[config.mk]
export PLATFORM = sky130hd
export DESIGN_NAME = ibex_fpu_seq
export DESIGN_NICKNAME = d
export VERILOG_FILES = /design/src/rtl/ibex_fp_pkg.sv /design/src/rtl/ibex_fpu_seq.sv
export SDC_FILE = /design/constraint.sdc
export NUM_CORES = 1
export LEC_CHECK = 0
export BUFFER_PORTS_ARGS = -buffer_cell sky130_fd_sc_hd__buf_2
export CAP_MARGIN = 5
export CORE_AREA = 5 5 55 57
export DETAILED_ROUTE_END_ITERATION = 12
export DIE_AREA = 0 0 60 62
export PLACE_DENSITY_LB_ADDON = 0.25
export SETUP_SLACK_MARGIN = 0.2
export SYNTH_ARGS = -nofsm -noshare
export SYNTH_HDL_FRONTEND = slang
export SYNTH_SLANG_ARGS = --single-unit
[constraint.sdc]
create_clock -name clk_i -period 2.6 [get_ports clk_i]
set_input_delay 0.26 -clock clk_i [delete_from_list [all_inputs] [get_ports clk_i]]
set_output_delay 0.26 -clock clk_i [all_outputs]
set_load 0.01 [all_outputs]
[src/rtl/ibex_fp_pkg.sv]
// Shared FPU sequencing types and rounding-mode encodings.
//   fpu_class_e     : latency class of an FPU instruction
//   fpu_seq_state_e : states of the FPU issue/complete sequencer
//   RNE..DYN        : RISC-V rounding-mode field encodings
package ibex_fp_pkg;

  typedef enum logic [1:0] {
    SINGLE  = 2'd0,
    ADDMUL  = 2'd1,
    FMA     = 2'd2,
    DIVSQRT = 2'd3
  } fpu_class_e;

  typedef enum logic [1:0] {
    IDLE = 2'd0,
    BUSY = 2'd1,
    DONE = 2'd2
  } fpu_seq_state_e;

  localparam logic [2:0] RNE = 3'b000;
  localparam logic [2:0] RTZ = 3'b001;
  localparam logic [2:0] RDN = 3'b010;
  localparam logic [2:0] RUP = 3'b011;
  localparam logic [2:0] RMM = 3'b100;
  localparam logic [2:0] DYN = 3'b111;

endpackage

[src/rtl/ibex_fpu_seq.sv]
// FPU operation sequencer: accepts one FPU request at a time from ID,
// resolves the rounding mode, pulses the datapath start, counts the
// class latency and presents the result to ID until it is taken.
// Ports:
//   clk_i, rst_i        clock, synchronous active-high reset
//   req_i, op_class_i   request and its latency class
//   rnd_mode_i, frm_i   instruction rounding field, CSR dynamic mode
//   flush_i             kill in-flight operation / block accept
//   ready_id_i          ID takes the result this cycle
//   ready_o             can accept (IDLE only)
//   start_o             one-cycle datapath start
//   operand_we_o        capture operands
//   rnd_mode_o          resolved rounding mode
//   result_we_o         capture datapath result
//   valid_o, illegal_o  result valid / illegal rounding mode
//   busy_o              operation in flight
module ibex_fpu_seq
  import ibex_fp_pkg::*;
#(
  parameter int unsigned LatAddMul  = 2,
  parameter int unsigned LatFma     = 3,
  parameter int unsigned LatDivSqrt = 12
) (
  input  logic       clk_i,
  input  logic       rst_i,
  input  logic       req_i,
  input  fpu_class_e op_class_i,
  input  logic [2:0] rnd_mode_i,
  input  logic [2:0] frm_i,
  input  logic       flush_i,
  input  logic       ready_id_i,
  output logic       ready_o,
  output logic       start_o,
  output logic       operand_we_o,
  output logic [2:0] rnd_mode_o,
  output logic       result_we_o,
  output logic       valid_o,
  output logic       illegal_o,
  output logic       busy_o
);

  if (LatAddMul < 1 || LatAddMul > 31 || LatFma < 1 || LatFma > 31 ||
      LatDivSqrt < 1 || LatDivSqrt > 31) begin : gen_bad_latency
    $error("ibex_fpu_seq: latency parameters must lie in 1..31");
  end

  // Counter is loaded with latency-1 so that result_we_o lands exactly L
  // cycles after accept (one cycle is spent entering BUSY).
  localparam logic [4:0] CntAddMul  = 5'(LatAddMul - 1);
  localparam logic [4:0] CntFma     = 5'(LatFma - 1);
  localparam logic [4:0] CntDivSqrt = 5'(LatDivSqrt - 1);

  fpu_seq_state_e state_q, state_d;
  logic [4:0]     cnt_q, cnt_d;
  logic [2:0]     mode_q, mode_d;
  logic [2:0]     rm_res;
  logic           rm_ill;

  function automatic logic [2:0] resolve_rm(logic [2:0] rm, logic [2:0] frm);
    return (rm == DYN) ? frm : rm;
  endfunction

  function automatic logic is_illegal_rm(logic [2:0] rm);
    return (rm == 3'b101) || (rm == 3'b110);
  endfunction

  function automatic logic [4:0] class_cnt(fpu_class_e cls);
    case (cls)
      ADDMUL:  return CntAddMul;
      FMA:     return CntFma;
      DIVSQRT: return CntDivSqrt;
      default: return 5'd0;
    endcase
  endfunction

  assign rm_res = resolve_rm(rnd_mode_i, frm_i);
  assign rm_ill = is_illegal_rm(rm_res);

  always_ff @(posedge clk_i) begin
    if (rst_i) begin
      state_q <= IDLE;
      cnt_q   <= 5'd0;
      mode_q  <= 3'b000;
    end else begin
      state_q <= state_d;
      cnt_q   <= cnt_d;
      mode_q  <= mode_d;
    end
  end

  // Every output is forced low while rst_i is high, so an operation hit by
  // reset never produces result_we_o or valid_o.
  always_comb begin
    state_d      = state_q;
    cnt_d        = cnt_q;
    mode_d       = mode_q;
    ready_o      = 1'b0;
    start_o      = 1'b0;
    operand_we_o = 1'b0;
    rnd_mode_o   = 3'b000;
    result_we_o  = 1'b0;
    valid_o      = 1'b0;
    illegal_o    = 1'b0;
    busy_o       = 1'b0;
    if (!rst_i) begin
      case (state_q)
        IDLE: begin
          ready_o    = 1'b1;
          rnd_mode_o = rm_res;
          if (req_i && !flush_i) begin
            if (rm_ill) begin
              valid_o   = 1'b1;
              illegal_o = 1'b1;
            end else if (op_class_i == SINGLE) begin
              operand_we_o = 1'b1;
              valid_o      = 1'b1;
            end else begin
              operand_we_o = 1'b1;
              start_o      = 1'b1;
              cnt_d        = class_cnt(op_class_i);
              mode_d       = rm_res;
              state_d      = BUSY;
            end
          end
        end
        BUSY: begin
          busy_o     = 1'b1;
          rnd_mode_o = mode_q;
          if (flush_i) begin
            state_d = IDLE;
          end else if (cnt_q == 5'd0) begin
            result_we_o = 1'b1;
            state_d     = DONE;
          end else begin
            cnt_d = cnt_q - 5'd1;
          end
        end
        DONE: begin
          busy_o     = 1'b1;
          rnd_mode_o = mode_q;
          if (flush_i) begin
            state_d = IDLE;
          end else begin
            valid_o = 1'b1;
            // Leaving on ready_id_i makes ready_o rise only next cycle.
            if (ready_id_i) state_d = IDLE;
          end
        end
        default: state_d = IDLE;
      endcase
    end
  end

endmodule

==> results.yml, run 1 <==
outcome:
  status: "complete, no violations"
routing:
  num_vias: 873
  drc: 0
  avgViaCountPerCell: 5.53
  dr.pass1.iters: 4
  routed_wirelength_mm: 2.14
  first_iter_violations: 30
  postRouteAntennaNets: 0
  avgRoutedWirePerCell_um: 13.6
worst_setup_path:
  path_class: "reg -> reg"
  critPathLaunchType: "flip-flop"
  reg2regPathDepth: 7
  required_ps: 2750
  worstPathMaxFanout: 12
  arrival_ps: 2040
  end_kind: "flip-flop"
layout:
  nets: 148
  syn_to_final_growth_pct: 21.0
  final_cell_area_um2: 996
  final_cell_mix: "buf_2, nor2_1, dfxtp_1"
  antennaDiodeCount: 0
  fillers: 254
  final_common_cell: "buf_2"
  drive_above_1_share: 0.258
sta:
  clock.fmax_mhz: 528
  layout_min_cycle_time_ps: 1890
  finalHoldViolCount: 0
  rsz0062_at_grt: "false"
  slew_viol_final: 0
  slew_headroom: 0.698
  worst_pin_slew_ps: 453
  fin_setup_tns_ps: 0
  setup_viol: 0
  skew_ps: 2.87
  min_period_over_period: 0.728
worst_hold_path:
  worstHoldPathCells: 3
  hp-class: "in -> reg"
pwr:
  powerDensity_nw_per_um2: 443
  swShare: 0.316
  combPwrFrac: 0.293
  leakage_nw: 0.458
  p_clk_frac: 0.331
  seqPwrFrac: 0.376
  p_int_uw: 301
  switching_power_uw: 139
  ir_worst_vdd_mv: 0.259
global_route:
  grt_pass1_wl_mm: 3.71
  grt_usage: 0.128
  antenna_found_initial: 0
  grt_pass1_vias: 845
  grt_max_degree: 22
  overflow: 0
cts:
  clk_path_buf_depth: 2
  clkSlewWorstSetupHoldPaths_ps: 70
  clock_latency_ps: 270
  clock-sinks: 10
  post_cts_buffers: 0
  ctsHoldBuffers: 0
  cts_tree: "yes"
  htreeDepth: 1
  clockRootBuffer: "clkbuf_4"
  cts_resized: 0
  cts_buffers: 3
placed_design:
  io_buffers: 22
  place_area_um2: 960
  dp_hpwl_mm: 1.75
  routabilityCongestion: 0.788
floorplanning:
  core.rowCount: 18
  die_h_um: 62
  die_w_um: 60
  start_util: 0.338
  dieArea_um2: 3720
  io_pins: 23
  core_area_um2: 2430
synthesis:
  avgSynthCellArea_um2: 7.84
  netlist_instances: 105
  synth.ff_latch_count: 10
  yosysWarnings: 0
  syn-num-nets: 124
  synth_edf_count: 0
  post_synth_num_cell_types: 33
  netlist_area_um2: 823
  synthArstFlopShare: 0
  synth_ff_type: "dfxtp_1"
  ys_seq_area_frac: 0.243
job:
  cap_violations: 0
stage by stage:
step | util | std cells | power [mW] | hold slack, ps | setup slack (ps)
after floorplan | - | 105 | 0.259 | 443 | 1020
after global placement | 0.395 | 154 | 0.296 | 481 | 764
after detailed placement | 0.395 | 154 | 0.298 | 494 | 749
after CTS | 0.409 | 158 | 0.445 | 352 | 722
after global routing | 0.409 | 158 | 0.472 | 375 | 435
final | 0.409 | 158 | 0.441 | 349 | 707
logic make-up (layout without fill, tap and decap cells):
family	Yosys count	after routing	synth area share
mux	3	3	0.0365
buf+inv	11	34	0.0502
fa+ha+maj	6	6	0.0912
flops	10	10	0.243
xor+xnor	1	1	0.0106
simple gates	41	41	0.271
compound gates	33	33	0.298
layer usage:
layer	share of wire	global-route usage
met1	0.48	0.177
met2	0.43	0.196
met3	0.075	0.0207
met4	0.015	0.0538
met5	0	0
registers in the layout, summed over array words and instances (netlist names):
signal and flops:
cnt_q 5, mode_q 3, state_q 2
power by group through the flow:
stage          Sequential (mW)  Clock [mW]  Combinational [mW]
5_1_grt                  0.167       0.159               0.146
2_1_floorplan            0.168           0              0.0909
6_report                 0.166       0.146               0.129
3_3_place_gp             0.169           0               0.127
4_1_cts                  0.166       0.150               0.130
3_5_place_dp             0.169           0               0.129
Yosys cell counts, types with 2 or more instances:
library cell | instances | area, µm²
a2111o_1 | 2 | 22.5
a211oi_1 | 3 | 22.5
a21o_1 | 2 | 15.0
a21oi_1 | 8 | 40.0
a22oi_1 | 3 | 22.5
clkbuf_1 | 3 | 11.3
dfxtp_1 | 10 | 200
ha_1 | 6 | 75.1
inv_1 | 8 | 30.0
mux2i_1 | 3 | 30.0
nand2_1 | 4 | 15.0
nand2b_1 | 5 | 31.3
nand3_1 | 4 | 20.0
nand3b_1 | 3 | 22.5
nor2_1 | 10 | 37.5
nor2b_1 | 2 | 12.5
nor3_1 | 6 | 30.0
o211a_1 | 2 | 20.0
o21a_1 | 3 | 22.5
o32ai_1 | 2 | 17.5
or2_2 | 4 | 25.0
worst paths after layout:
| check | slack [ps] | end | from |
|---|---|---|---|
| max | 710 | cnt_q[0] | state_q[0] |
| min | 350 | cnt_q[1] | op_class_i[1] |
| max reg2reg | 710 | cnt_q[0] | state_q[0] |
| min reg2reg | 510 | mode_q[1] | mode_q[1] |
area by class of cell:
class / instances / area [µm²] / share of cell area
Multi-Input combinational cell: 84 / 582 / 0.584
Sequential cell: 10 / 200 / 0.201
Timing Repair Buffer: 22 / 110 / 0.111
Tap cell: 30 / 37.5 / 0.0377
Clock buffer: 4 / 36.3 / 0.0364
Inverter: 8 / 30.0 / 0.0302
critical path, cell delays in order (launching register included):
cell and delay [ps]:
dfxtp_1 330, inv_1 100, ha_1 420, inv_1 150, or2_2 310, o221a_2 160
a31oi_1 220, a211oi_1 70
Note: power is estimated with default switching activity, not from simulation.
==> inputs of run 2 (changes only) <==
==> constraint.sdc (replaced) <==
create_clock -name clk_i -period 1.8 [get_ports clk_i]
set_input_delay 0.18 -clock clk_i [delete_from_list [all_inputs] [get_ports clk_i]]
set_output_delay 0.18 -clock clk_i [all_outputs]
set_load 0.01 [all_outputs]
==> results.yml, run 2 (synthesized netlist as in run 1, its figures left out) <==
outcome:
  status: "complete, no violations"
sta:
  skew_ps: 4.06
  clock.fmax_mhz: 604
  slew_headroom: 0.706
  worst_pin_slew_ps: 440
  finalHoldViolCount: 0
  fin_setup_tns_ps: 0
  setup_viol: 0
  min_period_over_period: 0.920
  rsz0062_at_grt: "true"
  layout_min_cycle_time_ps: 1660
  slew_viol_final: 0
floorplanning:
  start_util: 0.338
  die_h_um: 62
  die_w_um: 60
  io_pins: 23
  core.rowCount: 18
  dieArea_um2: 3720
  core_area_um2: 2430
pwr:
  powerDensity_nw_per_um2: 566
  ir_worst_vdd_mv: 0.341
  leakage_nw: 0.539
routing:
  dr.pass1.iters: 5
  num_vias: 943
  first_iter_violations: 9
  routed_wirelength_mm: 2.46
  drc: 0
  avgRoutedWirePerCell_um: 14.6
  postRouteAntennaNets: 0
  avgViaCountPerCell: 5.61
worst_hold_path:
  hp-class: "in -> reg"
  hp-start: "op_class_i[1]"
  worstHoldPathCells: 3
worst_setup_path:
  path_class: "reg -> reg"
  crit_start: "cnt_q[0]"
  critPathBufInv: 2
  reg2regPathDepth: 8
  r2r-start: "cnt_q[0]"
  cp.depth: 8
  crit_family: "compound AO/OA/AOI/OAI gates"
  path_cells: "inv_2 -> ha_4 -> nor4b_4 -> buf_4 -> nor2_4 -> a2111o_1 -> nand3b_1 -> a21oi_2"
  end_kind: "flip-flop"
  worstPathMaxFanout: 5
  crit_slowest_cell: "a2111o_1"
  critPathLaunchType: "flip-flop"
  required_ps: 1960
  arrival_ps: 1810
  critPathMaxStageDelay_ps: 390
layout:
  nets: 159
  syn_to_final_growth_pct: 43.9
  finalNonFillerCells: 168
  largest_reg_flops: 5
  final_common_cell: "buf_2"
  final_cell_mix: "buf_2, buf_4, nor2_1"
  drive_above_1_share: 0.464
  top_regs: "cnt_q x5, mode_q x3, state_q x2"
  top_register: "cnt_q"
  antennaDiodeCount: 0
global_route:
  grt_pass1_wl_mm: 4.01
  grt_pass1_vias: 859
  grt_usage: 0.148
  overflow: 0
  grt_max_degree: 22
  antenna_found_initial: 0
job:
  cap_violations: 0
cts:
  clk_path_buf_depth: 2
  clock_latency_ps: 280
  htreeDepth: 1
  ctsHoldBuffers: 0
  clockRootBuffer: "clkbuf_4"
  cts_buffers: 3
  cts_tree: "yes"
  clkSlewWorstSetupHoldPaths_ps: 70
  clock-sinks: 10
placed_design:
  io_buffers: 22
  routabilityCongestion: 0.835
  dp_hpwl_mm: 1.73
  dpl.cell_count: 157
-- run 2: area by class of cell --
class	instances	area (µm²)
Timing Repair Buffer	33	200
Sequential cell	10	208
Fill cell	247	1250
Tap cell	30	37.5
Inverter	8	35.0
Multi-Input combinational cell	84	682
Clock buffer	3	22.5
-- run 2: path summary, 6_finish.rpt --
check / endpoint / slack, ps
max: state_q[1] / 140
min: cnt_q[1] / 250
max reg2reg: state_q[1] / 140
min reg2reg: mode_q[2] / 500
-- run 2: routing by layer --
metal	global-route usage	share of wire	up-vias
li1	-	-	456
met1	0.193	0.45	453
met2	0.230	0.47	29
met3	0.0145	0.058	5
met4	0.104	0.030	0
met5	0	0	-
-- run 2: repair_timing --
action                     CTS  global route
resized for setup           18            13
setup buffers                4             4
pin swaps                    2             6
setup endpoints to repair   15            15
-- run 2: where the power goes --
part | switching [mW] | internal (mW)
registers | 0.00976 | 0.231
logic | 0.134 | 0.128
clock network | 0.0903 | 0.0779
-- run 2: through the flow --
step / power (mW) / cell area (µm²) / worst slack, ps / util / hold WS [ps]
after floorplan: 0.374 / 823 / 215 / - / 363
after global placement: 0.432 / 982 / 123 / 0.404 / 479
after detailed placement: 0.434 / 982 / 39.2 / 0.404 / 495
after CTS: 0.635 / 1100 / 195 / 0.453 / 232
after global routing: 0.713 / 1180 / 76.0 / 0.487 / 280
final: 0.671 / 1180 / 143 / 0.487 / 252
-- run 2: worst register-to-register path, cell delays in order (launching register included) --
cell and delay [ps]:
dfxtp_2 330, inv_2 70, ha_4 120, nor4b_4 210
buf_4 170, nor2_4 50, a2111o_1 390, nand3b_1 120
a21oi_2 60
==> inputs of run 3 (changes only) <==
--- a/config.mk
+++ b/config.mk
@@ -7,9 +7,9 @@
 export LEC_CHECK = 0
 export BUFFER_PORTS_ARGS = -buffer_cell sky130_fd_sc_hd__buf_2
 export CAP_MARGIN = 5
-export CORE_AREA = 5 5 55 57
+export CORE_AREA = 5 5 64 49
 export DETAILED_ROUTE_END_ITERATION = 12
-export DIE_AREA = 0 0 60 62
+export DIE_AREA = 0 0 69 54
 export PLACE_DENSITY_LB_ADDON = 0.25
 export SETUP_SLACK_MARGIN = 0.2
 export SYNTH_ARGS = -nofsm -noshare
==> results.yml, run 3 (synthesized netlist as in run 1, its figures left out) <==
global_route:
  grt_usage: 0.131
  antenna_found_initial: 0
  grt_pass1_wl_mm: 3.87
  grt_max_degree: 22
  grt_pass1_vias: 889
  overflow: 0
pwr:
  combPwrFrac: 0.349
  seqPwrFrac: 0.345
  ir_worst_vdd_mv: 0.257
  leakage_nw: 0.536
  p_int_uw: 472
  swShare: 0.326
  p_clk_frac: 0.307
  switching_power_uw: 229
  powerDensity_nw_per_um2: 597
cts:
  clk_path_buf_depth: 2
  clock_latency_ps: 280
  cts_buffers: 3
  clock-sinks: 10
  ctsHoldBuffers: 0
  cts_tree: "yes"
  htreeDepth: 1
  clkSlewWorstSetupHoldPaths_ps: 80
  clockRootBuffer: "clkbuf_4"
layout:
  final_common_cell: "buf_2"
  finalNonFillerCells: 173
  drive_above_1_share: 0.438
  final_cell_mix: "buf_2, a21oi_1, nor2_1, buf_4, dfxtp_1"
  largest_reg_flops: 5
  nets: 157
  top_register: "cnt_q"
  antennaDiodeCount: 0
  top_regs: "cnt_q x5, mode_q x3, state_q x2"
  syn_to_final_growth_pct: 42.4
floorplanning:
  core_area_um2: 2560
  core.rowCount: 16
  io_pins: 23
  die_w_um: 69
  dieArea_um2: 3730
  start_util: 0.321
  die_h_um: 54
worst_hold_path:
  hp-start: "op_class_i[1]"
  hp-class: "in -> reg"
sta:
  rsz0062_at_grt: "true"
  worst_pin_slew_ps: 523
  finalHoldViolCount: 0
  layout_min_cycle_time_ps: 1640
  slew_headroom: 0.651
  fin_setup_tns_ps: 0
  min_period_over_period: 0.913
  clock.fmax_mhz: 609
  slew_viol_final: 0
  skew_ps: 6.44
  setup_viol: 0
worst_setup_path:
  path_class: "reg -> out"
  crit_slowest_cell: "dfxtp_2"
  worstPathMaxFanout: 2
  crit_start: "cnt_q[0]"
  critPathMaxStageDelay_ps: 330
  r2r-start: "cnt_q[0]"
  path_cells: "inv_2 -> ha_4 -> nor4b_4 -> nor3b_2 -> buf_2"
  end_kind: "output port"
  arrival_ps: 1460
  required_ps: 1620
  critPathLaunchType: "flip-flop"
job:
  cap_violations: 0
placed_design:
  dp_hpwl_mm: 1.70
  routabilityCongestion: 0.823
  dpl.cell_count: 163
  io_buffers: 22
routing:
  avgViaCountPerCell: 5.21
  first_iter_violations: 51
  routed_wirelength_mm: 2.36
  avgRoutedWirePerCell_um: 13.6
  postRouteAntennaNets: 0
  num_vias: 902
  drc: 0
  dr.pass1.iters: 4
outcome:
  status: "complete, no violations"
-- run 3: changes by cell type in the layout (fill, tap and decap cells not counted), sizes merged --
cell,delta
buf,-2
clkbuf,+1
-- run 3: area by class of cell --
class,instances,area [µm²]
timing repair buffer,31,185
fill,263,1390
inverter,8,32.5
clock buffer,4,36.3
sequential,10,208
multi-input combinational,84,666
tap,36,45.0
-- run 3: final timing paths --
path | endpoint | slack (ps) | depth (start not counted)
worst max register to register | state_q[1] | 210 | 7
worst min register to register | mode_q[0] | 510 | 2
worst min-delay path | cnt_q[1] | 250 | 3
worst max-delay path | result_we_o | 160 | 5
-- run 3: metal layers --
metal	track usage	share of wire
met5	0	0
met4	0.0390	0.015
met3	0.0448	0.036
met2	0.233	0.50
met1	0.154	0.45
-- run 3: what timing repair did --
action | 4_1_cts | 5_1_grt
gates cloned | 0 | 0
setup endpoints to repair | 15 | 15
buffers inserted | 4 | 2
hold endpoints to repair | 0 | 0
resized for setup | 19 | 7
pin swaps | 4 | 5
-- run 3: power by group through the flow --
stage | Clock, mW | Combinational, mW | Sequential (mW)
6_report | 0.215 | 0.244 | 0.241
2_1_floorplan | 0 | 0.131 | 0.243
4_1_cts | 0.219 | 0.229 | 0.241
5_1_grt | 0.236 | 0.269 | 0.243
3_3_place_gp | 0 | 0.189 | 0.244
3_5_place_dp | 0 | 0.189 | 0.245
-- run 3: worst max-delay path: cells and delay by family (launching register included) --
| kind | cells | cell delay, ps |
|---|---|---|
| flops | 1 | 330 |
| simple gates | 2 | 500 |
| buf+inv | 2 | 220 |
| fa+ha+maj | 1 | 120 |
-- run 3: metrics by stage --
stage	power, mW	setup WS (ps)	utilization	hold slack [ps]	area, µm²
finish	0.700	157	0.458	249	1170
global route	0.748	96.8	0.458	309	1170
CTS	0.689	205	0.444	242	1140
detailed placement	0.434	20.8	0.386	498	990
global placement	0.433	111	0.386	484	990
floorplan	0.374	215	-	363	823
